<file path="config.mk">
export PLATFORM = sky130hd
export DESIGN_NAME = mem_store
export DESIGN_NICKNAME = d
export VERILOG_FILES = /design/src/rtl/mem_store.sv
export SDC_FILE = /design/constraint.sdc
export NUM_CORES = 1
export LEC_CHECK = 0
export ABC_AREA = 0
export BUFFER_PORTS_ARGS = -buffer_cell sky130_fd_sc_hd__buf_2
export CAP_MARGIN = 5
export CORE_UTILIZATION = 50
export CTS_CLUSTER_SIZE = 40
export DETAILED_ROUTE_END_ITERATION = 8
export PLACE_DENSITY_LB_ADDON = 0.15
export SYNTH_ARGS = -nofsm -noshare
export SYNTH_HDL_FRONTEND = slang
export SYNTH_SLANG_ARGS = --single-unit
</file>
<file path="constraint.sdc">
create_clock -name clk -period 3.9 [get_ports clk]
set_clock_uncertainty 0.2 [all_clocks]
set_input_delay 0.585 -clock clk [delete_from_list [all_inputs] [get_ports clk]]
set_output_delay 0.585 -clock clk [all_outputs]
set_load 0.01 [all_outputs]
</file>
<file path="src/rtl/mem_store.sv">
// 32x8 storage with 1-cycle registered read and a hardware clear sweep that zeroes every location.
// Illegal request combinations (read+write, requests during or alongside a clear) are dropped and flagged on err.
module mem_store #(
  parameter int ADDR_WIDTH = 5,
  parameter int DATA_WIDTH = 8
) (
  input  logic                  clk,
  input  logic                  rst,
  input  logic                  read,
  input  logic                  write,
  input  logic [ADDR_WIDTH-1:0] addr,
  input  logic [DATA_WIDTH-1:0] data_in,
  output logic [DATA_WIDTH-1:0] data_out,
  output logic                  rd_valid,
  input  logic                  clear_start,
  output logic                  busy,
  output logic                  err
);

  localparam int DEPTH = 2 ** ADDR_WIDTH;

  typedef enum logic {
    IDLE  = 1'b0,
    CLEAR = 1'b1
  } state_t;

  state_t                  state_q, state_d;
  logic [ADDR_WIDTH-1:0]   cnt_q, cnt_d;
  logic [DATA_WIDTH-1:0]   data_out_q;
  logic                    rd_valid_q;
  logic                    err_q, err_d;

  logic [DATA_WIDTH-1:0]   mem [DEPTH];

  logic                    mem_we;
  logic [ADDR_WIDTH-1:0]   mem_waddr;
  logic [DATA_WIDTH-1:0]   mem_wdata;
  logic                    rd_en;

  always_comb begin
    state_d   = state_q;
    cnt_d     = cnt_q;
    err_d     = 1'b0;
    mem_we    = 1'b0;
    mem_waddr = addr;
    mem_wdata = data_in;
    rd_en     = 1'b0;

    case (state_q)
      IDLE: begin
        if (clear_start) begin
          // A request that arrives alongside clear_start is dropped, not serviced.
          state_d = CLEAR;
          cnt_d   = '0;
          err_d   = read | write;
        end else if (read && write) begin
          err_d = 1'b1;
        end else if (write) begin
          mem_we = 1'b1;
        end else if (read) begin
          rd_en = 1'b1;
        end
      end

      CLEAR: begin
        mem_we    = 1'b1;
        mem_waddr = cnt_q;
        mem_wdata = '0;
        cnt_d     = cnt_q + 1'b1;
        err_d     = read | write;
        // Last location written: counter wraps to 0 as the sweep ends.
        if (cnt_q == {ADDR_WIDTH{1'b1}}) begin
          state_d = IDLE;
        end
      end

      default: begin
        state_d = IDLE;
      end
    endcase
  end

  always_ff @(posedge clk) begin
    if (rst) begin
      state_q    <= IDLE;
      cnt_q      <= '0;
      data_out_q <= '0;
      rd_valid_q <= 1'b0;
      err_q      <= 1'b0;
    end else begin
      state_q    <= state_d;
      cnt_q      <= cnt_d;
      rd_valid_q <= rd_en;
      err_q      <= err_d;
      if (rd_en) begin
        data_out_q <= mem[addr];
      end
    end
  end

  // Array is not reset, but reset must still suppress any write in its cycle so an aborted sweep stops cleanly.
  always_ff @(posedge clk) begin
    if (mem_we && !rst) begin
      mem[mem_waddr] <= mem_wdata;
    end
  end

  assign data_out = data_out_q;
  assign rd_valid = rd_valid_q;
  assign err      = err_q;
  assign busy     = (state_q == CLEAR);

endmodule

</file>
-- After elaboration in Yosys (flattened, before gate mapping)
Memories as Yosys holds them, arrays and structs flattened. A register that Yosys moved wholly into a read port is not among the register bits.
Cells that the tools add are included.
W data, S select, Z words.
- register bits after elaboration: 8
- bits in writable memories: 256
- logic and storage cells: 34
- memories kept: 1
- add/sub/neg operators: 1
- equality and inequality tests: 2
- muxes and demuxes: 21
- bitwise logic cells: 2
- reduce and logical (&&, ||, !) cells: 3
- memory list (name ; depth ; bits a word ; rd ports ; clocked after Yosys merged registers in ; wr ports ; line ; text):
    mem ; 32 ; 8 ; 1 ; 1 ; 1 ; 33 ; logic [DATA_WIDTH-1:0] mem [DEPTH];
- operators by type and width (operator ; count):
    $mux W1 ; 14
    $mux W5 ; 2
    $pmux W5 S2 ; 1
    $mux W8 ; 1
    $pmux W1 S2 ; 3
    $add A5 B1 Y5 const B ; 1
    $eq A5 B5 Y1 const B ; 1
    $logic_and A1 B1 Y1 ; 2
    $ne A2 B2 Y1 const B ; 1
    $logic_not A1 Y1 ; 1
    $not A1 Y1 ; 1
    $or A1 B1 Y1 ; 1

-- Depth between registers and ports, before layout
Gate-level depths: netlist of run 1.
- depth in word-level cells: 7
- gate-level depth with buffers: 8
- depth with buffers taken out: 5

-- Worst setup path after synthesis of run 1
Ideal clock, no wire load.
- kind: input-to-reg
- start point: in addr[0]
- end point: mem mem[10][0] (enable)
- data arrival time: 1.819 ns
- path slack: 1.511 ns
- stages: 6
- buffers on the path: 3
- cells stage by stage: buf_4 -> buf_12 -> buf_4 -> nor3b_1 -> o21ai_1 -> nor2_1
- cells in the longest elaborated chain, start to end: 1
- ends and longest elaborated chain (what ; line ; text):
    from (decl) ; 11 ; input logic [ADDR_WIDTH-1:0] addr,
    $mux W5 ; 49 ; case (state_q)
    to (decl) ; 33 ;
Every way passes these cells.

-- Final worst setup path of run 1
- start point: reg state_q (netlist: busy)
- end point: mem mem[28][3] (enable)
- cells in the longest elaborated chain, start to end: 5
- elaborated cells between the ends (all ways): 6
- those cells by class: mux (4); bitwise (1); reduce/logical (1)
- ends and longest elaborated chain (what ; line ; text):
    from (decl) ; 27 ; state_t state_q, state_d;
    from (signal assigned) ; 91 ; state_q <= state_d;
    $not A1 Y1 ; n/a ;
    $pmux W1 S2 ; 49 ;
    $logic_and A1 B1 Y1 ; 103 ; if (mem_we && !rst) begin
    $mux W1 ; 103 ;
    $mux W1 (implied by the code) ; 104 ; mem[mem_waddr] <= mem_wdata;
Several ways; a longest one is shown, not always the timed one.

==> impl_metrics.json, run 1 <==
{
  "synth.distinct_cells": 35,
  "net-switching-power_mw": 1.31,
  "min_period_ps": 2970,
  "synth_top_cell_area_share_pct": 69.9,
  "drive_gt1_share_pct": 15.0,
  "synth-seq-area-share_pct": 72.9,
  "io_buffers": 28,
  "path_cells": "a21oi_1 > nor2_1 > o21ai_1 > nor2_1",
  "grt_pass1_wl_um": 35800,
  "core_um2": 21300,
  "fmax_mhz": 336,
  "combPwrFrac_pct": 5.5,
  "setup_tns_ps": 0,
  "vias": 5996,
  "cp_slowest_cell": "dfxtp_1",
  "ys_ff_latch": 272,
  "maxSlewViolCount": 0,
  "wl_um": 24200,
  "cp.depth": 4,
  "outcome": "complete, no violations",
  "min_path_type": "in -> reg",
  "grt_pass1_vias": 5969,
  "cap_violations": 0,
  "clock_latency_ps": 530,
  "grt_overflow_total": 0,
  "grt_max_degree": 62,
  "synth.area.top_cells": "edfxtp_1 70%, mux2i_1 12%, a22oi_1 4.4%, dfxtp_1 2.9%, a21oi_1 1.7%",
  "maxSlewHeadroom_pct": 10.5,
  "worst_setup_path_start_kind": "flip-flop",
  "p_leak_nw": 4.31,
  "clock_sinks": 272,
  "rsz0062_at_grt": "false",
  "p_per_area_nw_per_um2": 507,
  "die_y_um": 150,
  "grt_util_met2_pct": 35.8,
  "p_int_mw": 4.95,
  "tightestPinTransition_ps": 1340,
  "arrival_ps": 2930,
  "ant_nets": 0,
  "worstPathRequired_ps": 3850,
  "dr.pass1.iters": 5,
  "synthesis.instances": 676,
  "cpPeakStageDelay_ps": 850,
  "wl_per_cell_um": 24.1,
  "first_iter_violations": 587,
  "die_area_um2": 22600,
  "post_cts_resized": 0,
  "path_class": "reg -> reg",
  "power.share.switching_pct": 20.9,
  "num-fill-cells": 1636,
  "area_growth_pct": 12.2,
  "h-tree-depth": 1,
  "root_buffer": "clkbuf_16",
  "antenna_found_initial": 1,
  "post-route-period-util_pct": 76.3,
  "cts_buffers": 28,
  "setup_viol": 0,
  "grt-busiest-layer": "met2",
  "drc": 0,
  "cp-end-kind": "flip-flop",
  "synth_top_cell_by_area": "edfxtp_1",
  "vdd_drop_max_v": 0.000489,
  "reg2regPathDepth": 4,
  "via_per_inst": 5.97,
  "syn_area_per_cell_um2": 16.3,
  "p_total_mw": 6.26,
  "netlist_area_um2": 11000,
  "ctsHoldBuffers": 0,
  "use_met1_pct": 30.8,
  "start_util_pct": 51.6,
  "grt_use_met3_pct": 3.48,
  "path_delay_family": "simple AND/OR/NAND/NOR gates",
  "ios": 29,
  "p_clk_share_pct": 42.8,
  "synth_nets": 696,
  "num_rows": 53,
  "die_w_um": 150,
  "hold_slack_ps": 172,
  "cpMostUsedCell": "nor2_1",
  "yosys_warnings": 0,
  "crit_buf_inv": 0,
  "critPathMaxFanout": 25,
  "path_clk_slew_ps": 60,
  "worstHoldPathCells": 3,
  "finalHoldViolations": 0,
  "p_seq_share_pct": 51.8,
  "post_cts_buffers": 0,
  "place_congestion": 0.804,
  "cts_tree": "yes",
  "dp_hpwl_um": 15200,
  "final_nets": 728,
  "clk_path_buf_depth": 3,
  "grt_usage_pct": 22.0
}
[power groups by stage]
stage | clock network (mW) | registers [mW] | logic [mW]
6_report | 2.68 | 3.24 | 0.342
3_5_place_dp | 0 | 3.30 | 0.343
4_1_cts | 2.70 | 3.24 | 0.344
3_3_place_gp | 0 | 3.30 | 0.334
2_1_floorplan | 0 | 3.30 | 0.226
5_1_grt | 2.82 | 3.24 | 0.365
[per-stage QoR]
step	setup WS, ps	cells	utilization [%]	instance area (um2)
final	926	1004	57.9	12300
after global routing	735	1003	57.9	12300
after CTS	930	1003	57.9	12300
after detailed placement	923	953	53.6	11400
after global placement	950	953	53.6	11400
after floorplan	1510	676	-	11000
[Yosys cell counts]
master / n
o22ai_1: 1
ha_1: 2
nor2b_1: 12
nand3_1: 3
buf_8: 3
nand2_1: 14
nand2b_1: 4
and3b_1: 2
mux2_2: 1
nor4b_2: 1
a22oi_1: 64
buf_6: 3
or4_1: 8
edfxtp_1: 256
nand3b_1: 3
a211oi_1: 1
nor3b_1: 5
a41oi_1: 1
buf_2: 6
a211oi_2: 8
mux2i_1: 130
and2_1: 1
and3_1: 1
buf_1: 4
dfxtp_1: 16
a21oi_1: 38
o21ai_1: 3
o21ai_0: 6
buf_12: 1
nor3_1: 2
buf_4: 8
clkbuf_1: 18
or2_2: 1
nor2_1: 48
o31ai_1: 1
[cells by family after synthesis]
group	Yosys count	synth area share, %
buf+inv	43	2.47
flops	272	72.9
mux	131	11.9
fa+ha+maj	2	0.228
simple gates	105	4.82
compound gates	123	7.70
[path summary, 6_finish.rpt]
kind                from           to  slack, ps
max                 busy   mem[28][3]        930
min                 read          err        170
min reg2reg  data_out[0]  data_out[0]        350
max reg2reg         busy   mem[28][3]        930
[tightest hold or removal path: stages]
cell and delay, ps:
buf_2 120, nand2_1 60, a21oi_1 80
[layout by cell type (no fill, tap or decap), types with 2 or more instances in the layout]
master	instances
buf_2	27
a21oi_1	38
nand2b_1	4
nor3_1	2
buf_4	16
or4_1	8
nand2_1	14
bufinv_16	4
mux2i_1	130
nor2_1	47
a211oi_2	8
nand3b_1	3
and3b_1	2
edfxtp_1	256
nor3b_1	5
clkinv_2	7
a22oi_1	64
clkinv_1	6
clkbuf_16	29
nand3_1	3
nor2b_1	2
o21ai_1	3
dfxtp_1	16
nor2b_2	8
nor2b_4	2
o21ai_0	6
clkbuf_1	2
ha_1	2
[routing by layer]
metal	routed length (um)	vias to the layer above
met4	575	0
met5	0	-
met1	10500	3036
li1	-	2717
met2	11600	196
met3	1500	47
[flip-flops by register name, summed over array words and instances (netlist names)]
signal / flops
mem: 256
data_out: 8
cnt_q: 5
busy: 1
err: 1
rd_valid: 1
[area by class of cell]
cell class / count / area, um2 / share of cell area, %
Clock buffer: 31 / 733 / 5.94
Timing Repair Buffer: 45 / 287 / 2.32
Tap cell: 275 / 344 / 2.79
Sequential cell: 272 / 8010 / 64.9
Clock inverter: 19 / 198 / 1.60
Antenna cell: 1 / 2.50 / 0.0203
Multi-Input combinational cell: 361 / 2760 / 22.4
Note: power is estimated with default switching activity, not from simulation.
==> run 2: changes to the inputs <==
Settings changed: ABC_AREA 0 to 1.
Clock period 3.9 ns to 2.91 ns, I/O delays scaled along.
==> impl_metrics.json, run 2 <==
{
  "dp_hpwl_um": 16400,
  "post-route-period-util_pct": 83.8,
  "netlist_area_um2": 11300,
  "worstPathRequired_ps": 2960,
  "clock_latency_ps": 540,
  "finalHoldViolations": 0,
  "p_seq_share_pct": 51.5,
  "clk_path_buf_depth": 3,
  "yosysMostFrequentCell": "nand2_1",
  "syn_area_per_cell_um2": 11.2,
  "place_congestion": 0.851,
  "post_cts_buffers": 0,
  "fin_util_pct": 58.3,
  "dr.pass1.iters": 9,
  "io_buffers": 28,
  "arrival_ps": 2490,
  "die_y_um": 152,
  "grt_pass1_vias": 7195,
  "design_area_um2": 12800,
  "top_register": "mem",
  "cpMostUsedCell": "inv_2",
  "synth.distinct_cells": 25,
  "grt_usage_pct": 24.4,
  "core_um2": 22000,
  "cp_slowest_cell": "dfxtp_1",
  "cp-end-kind": "flip-flop",
  "first_iter_violations": 813,
  "net-switching-power_mw": 1.86,
  "die_w_um": 152,
  "ys_ff_latch": 272,
  "vias": 7459,
  "grt_overflow_total": 0,
  "h-tree-depth": 1,
  "drive_gt1_share_pct": 13.6,
  "rsz0062_at_grt": "false",
  "die_area_um2": 23100,
  "largest_register_ffs": 256,
  "p_int_mw": 6.55,
  "path_delay_family": "simple AND/OR/NAND/NOR gates",
  "fmax_mhz": 410,
  "dpl-instance-area_um2": 11900,
  "p_per_area_nw_per_um2": 658,
  "power.share.switching_pct": 22.1,
  "worst_setup_path_start_kind": "flip-flop",
  "seq_area_um2": 8010,
  "min_period_ps": 2440,
  "cp.depth": 8,
  "antenna_found_initial": 0,
  "vdd_drop_max_v": 0.000618,
  "path_clk_slew_ps": 60,
  "multi_input_area_um2": 2860,
  "root_buffer": "clkbuf_16",
  "cpPeakStageDelay_ps": 580,
  "critPathMaxFanout": 11,
  "clock_sinks": 272,
  "violations": "design-rule violations",
  "synth_top_cell_area_share_pct": 68.3,
  "path_cells": "inv_2 > or2_1 > o21ai_2 > inv_2 > nor2_2 > nand2_1 > nor2_1 > buf_4",
  "setup_tns_ps": 0,
  "synth-seq-area-share_pct": 71.1,
  "outcome": "finished with violations",
  "cap_violations": 0,
  "maxSlewHeadroom_pct": 48.4,
  "synthTopCellsByCount": "349 x nand2_1, 256 x edfxtp_1, 209 x nand3_1",
  "worstHoldPathCells": 4,
  "n_antenna_cell": 0,
  "reg2regPathDepth": 8,
  "synth_top_flop_cell": "edfxtp_1",
  "cts_tree": "yes",
  "yosys_warnings": 0,
  "area_growth_pct": 13.7,
  "num-fill-cells": 1821,
  "synth_nets": 1021,
  "tightestPinTransition_ps": 768,
  "grt_max_degree": 129,
  "crit_buf_inv": 3,
  "synth.area.top_cells": "edfxtp_1 68%, nand2_1 12%, nand3_1 9.3%, dfxtp_1 2.8%, nor2_1 1.5%",
  "synth-edff-count": 256,
  "mostFrequentLayoutCell": "nand2_1",
  "layout_common_cells": "349 x nand2_1, 256 x edfxtp_1, 209 x nand3_1",
  "reg2reg_from": "busy",
  "grt_pass1_wl_um": 41800,
  "path_class": "reg -> reg",
  "startpoint": "busy",
  "wl_um": 27700,
  "drc": 4,
  "setup_viol": 0,
  "async_flop_share_pct": 0,
  "p_clk_share_pct": 41.6,
  "p_leak_nw": 4.82,
  "min_path_type": "in -> reg",
  "final_nets": 1076,
  "cts_buffers": 28,
  "combPwrFrac_pct": 6.9,
  "ant_nets": 0,
  "ios": 29,
  "via_per_inst": 5.50,
  "synth_top_cell_by_area": "edfxtp_1",
  "synthesis.instances": 1001,
  "maxSlewViolCount": 0,
  "holdCritStartpoint": "clear_start",
  "start_util_pct": 51.3,
  "num_rows": 54,
  "wl_per_cell_um": 20.4
}
## run 2: per-stage QoR
step | hold slack (ps) | worst slack [ps] | power, mW | std cells
floorplan | 242 | 787 | 4.77 | 1001
global placement | 262 | 546 | 4.99 | 1303
finish | 82.4 | 472 | 8.42 | 1357
global route | 99.3 | 376 | 8.66 | 1357
detailed placement | 267 | 526 | 4.99 | 1303
CTS | 75.0 | 510 | 8.46 | 1357
## run 2: worst min-delay path: stages
cell	delay, ps
buf_2	130
nand2_1	80
nand2_1	60
a21oi_1	60
## run 2: cell type report
type | count | share of cell area, %
timing repair buffer | 82 | 4.54
inverter | 23 | 0.685
clock buffer | 37 | 6.22
clock inverter | 14 | 0.909
tap | 280 | 2.74
sequential | 272 | 62.6
multi-input combinational | 649 | 22.3
## run 2: layer usage
metal	track usage, %	up-vias	share of wire (%)
met2	39.1	295	46
met3	2.80	51	6.3
met4	8.50	0	3.2
met5	0	-	0
li1	-	3576	-
met1	34.8	3537	44
## run 2: worst paths after layout
check | to | slack [ps]
setup reg to reg | mem[6][3] | 470
hold reg to reg | cnt_q[3] | 290
setup / recovery | mem[6][3] | 470
hold / removal | cnt_q[3] | 80
## run 2: timing repair
action | in CTS | in global routing
hold endpoints to repair | 7 | 0
gates resized for setup | 0 | 0
hold buffers | 3 | 0
## run 2: power groups by stage
stage / Combinational [mW] / Sequential [mW] / Clock, mW
5_1_grt: 0.634 / 4.34 / 3.70
2_1_floorplan: 0.355 / 4.42 / 0
6_report: 0.578 / 4.34 / 3.50
3_3_place_gp: 0.569 / 4.42 / 0
3_5_place_dp: 0.574 / 4.42 / 0
4_1_cts: 0.580 / 4.34 / 3.55
## run 2: cells by family after synthesis
logic type / Yosys count / share of synthesized area, %
adder cells (fa/ha/maj): 2 / 0.222
flip-flops: 272 / 71.1
AND/OR/NAND/NOR: 616 / 23.4
AO/OA/AOI/OAI: 31 / 1.53
buffers and inverters: 80 / 3.66
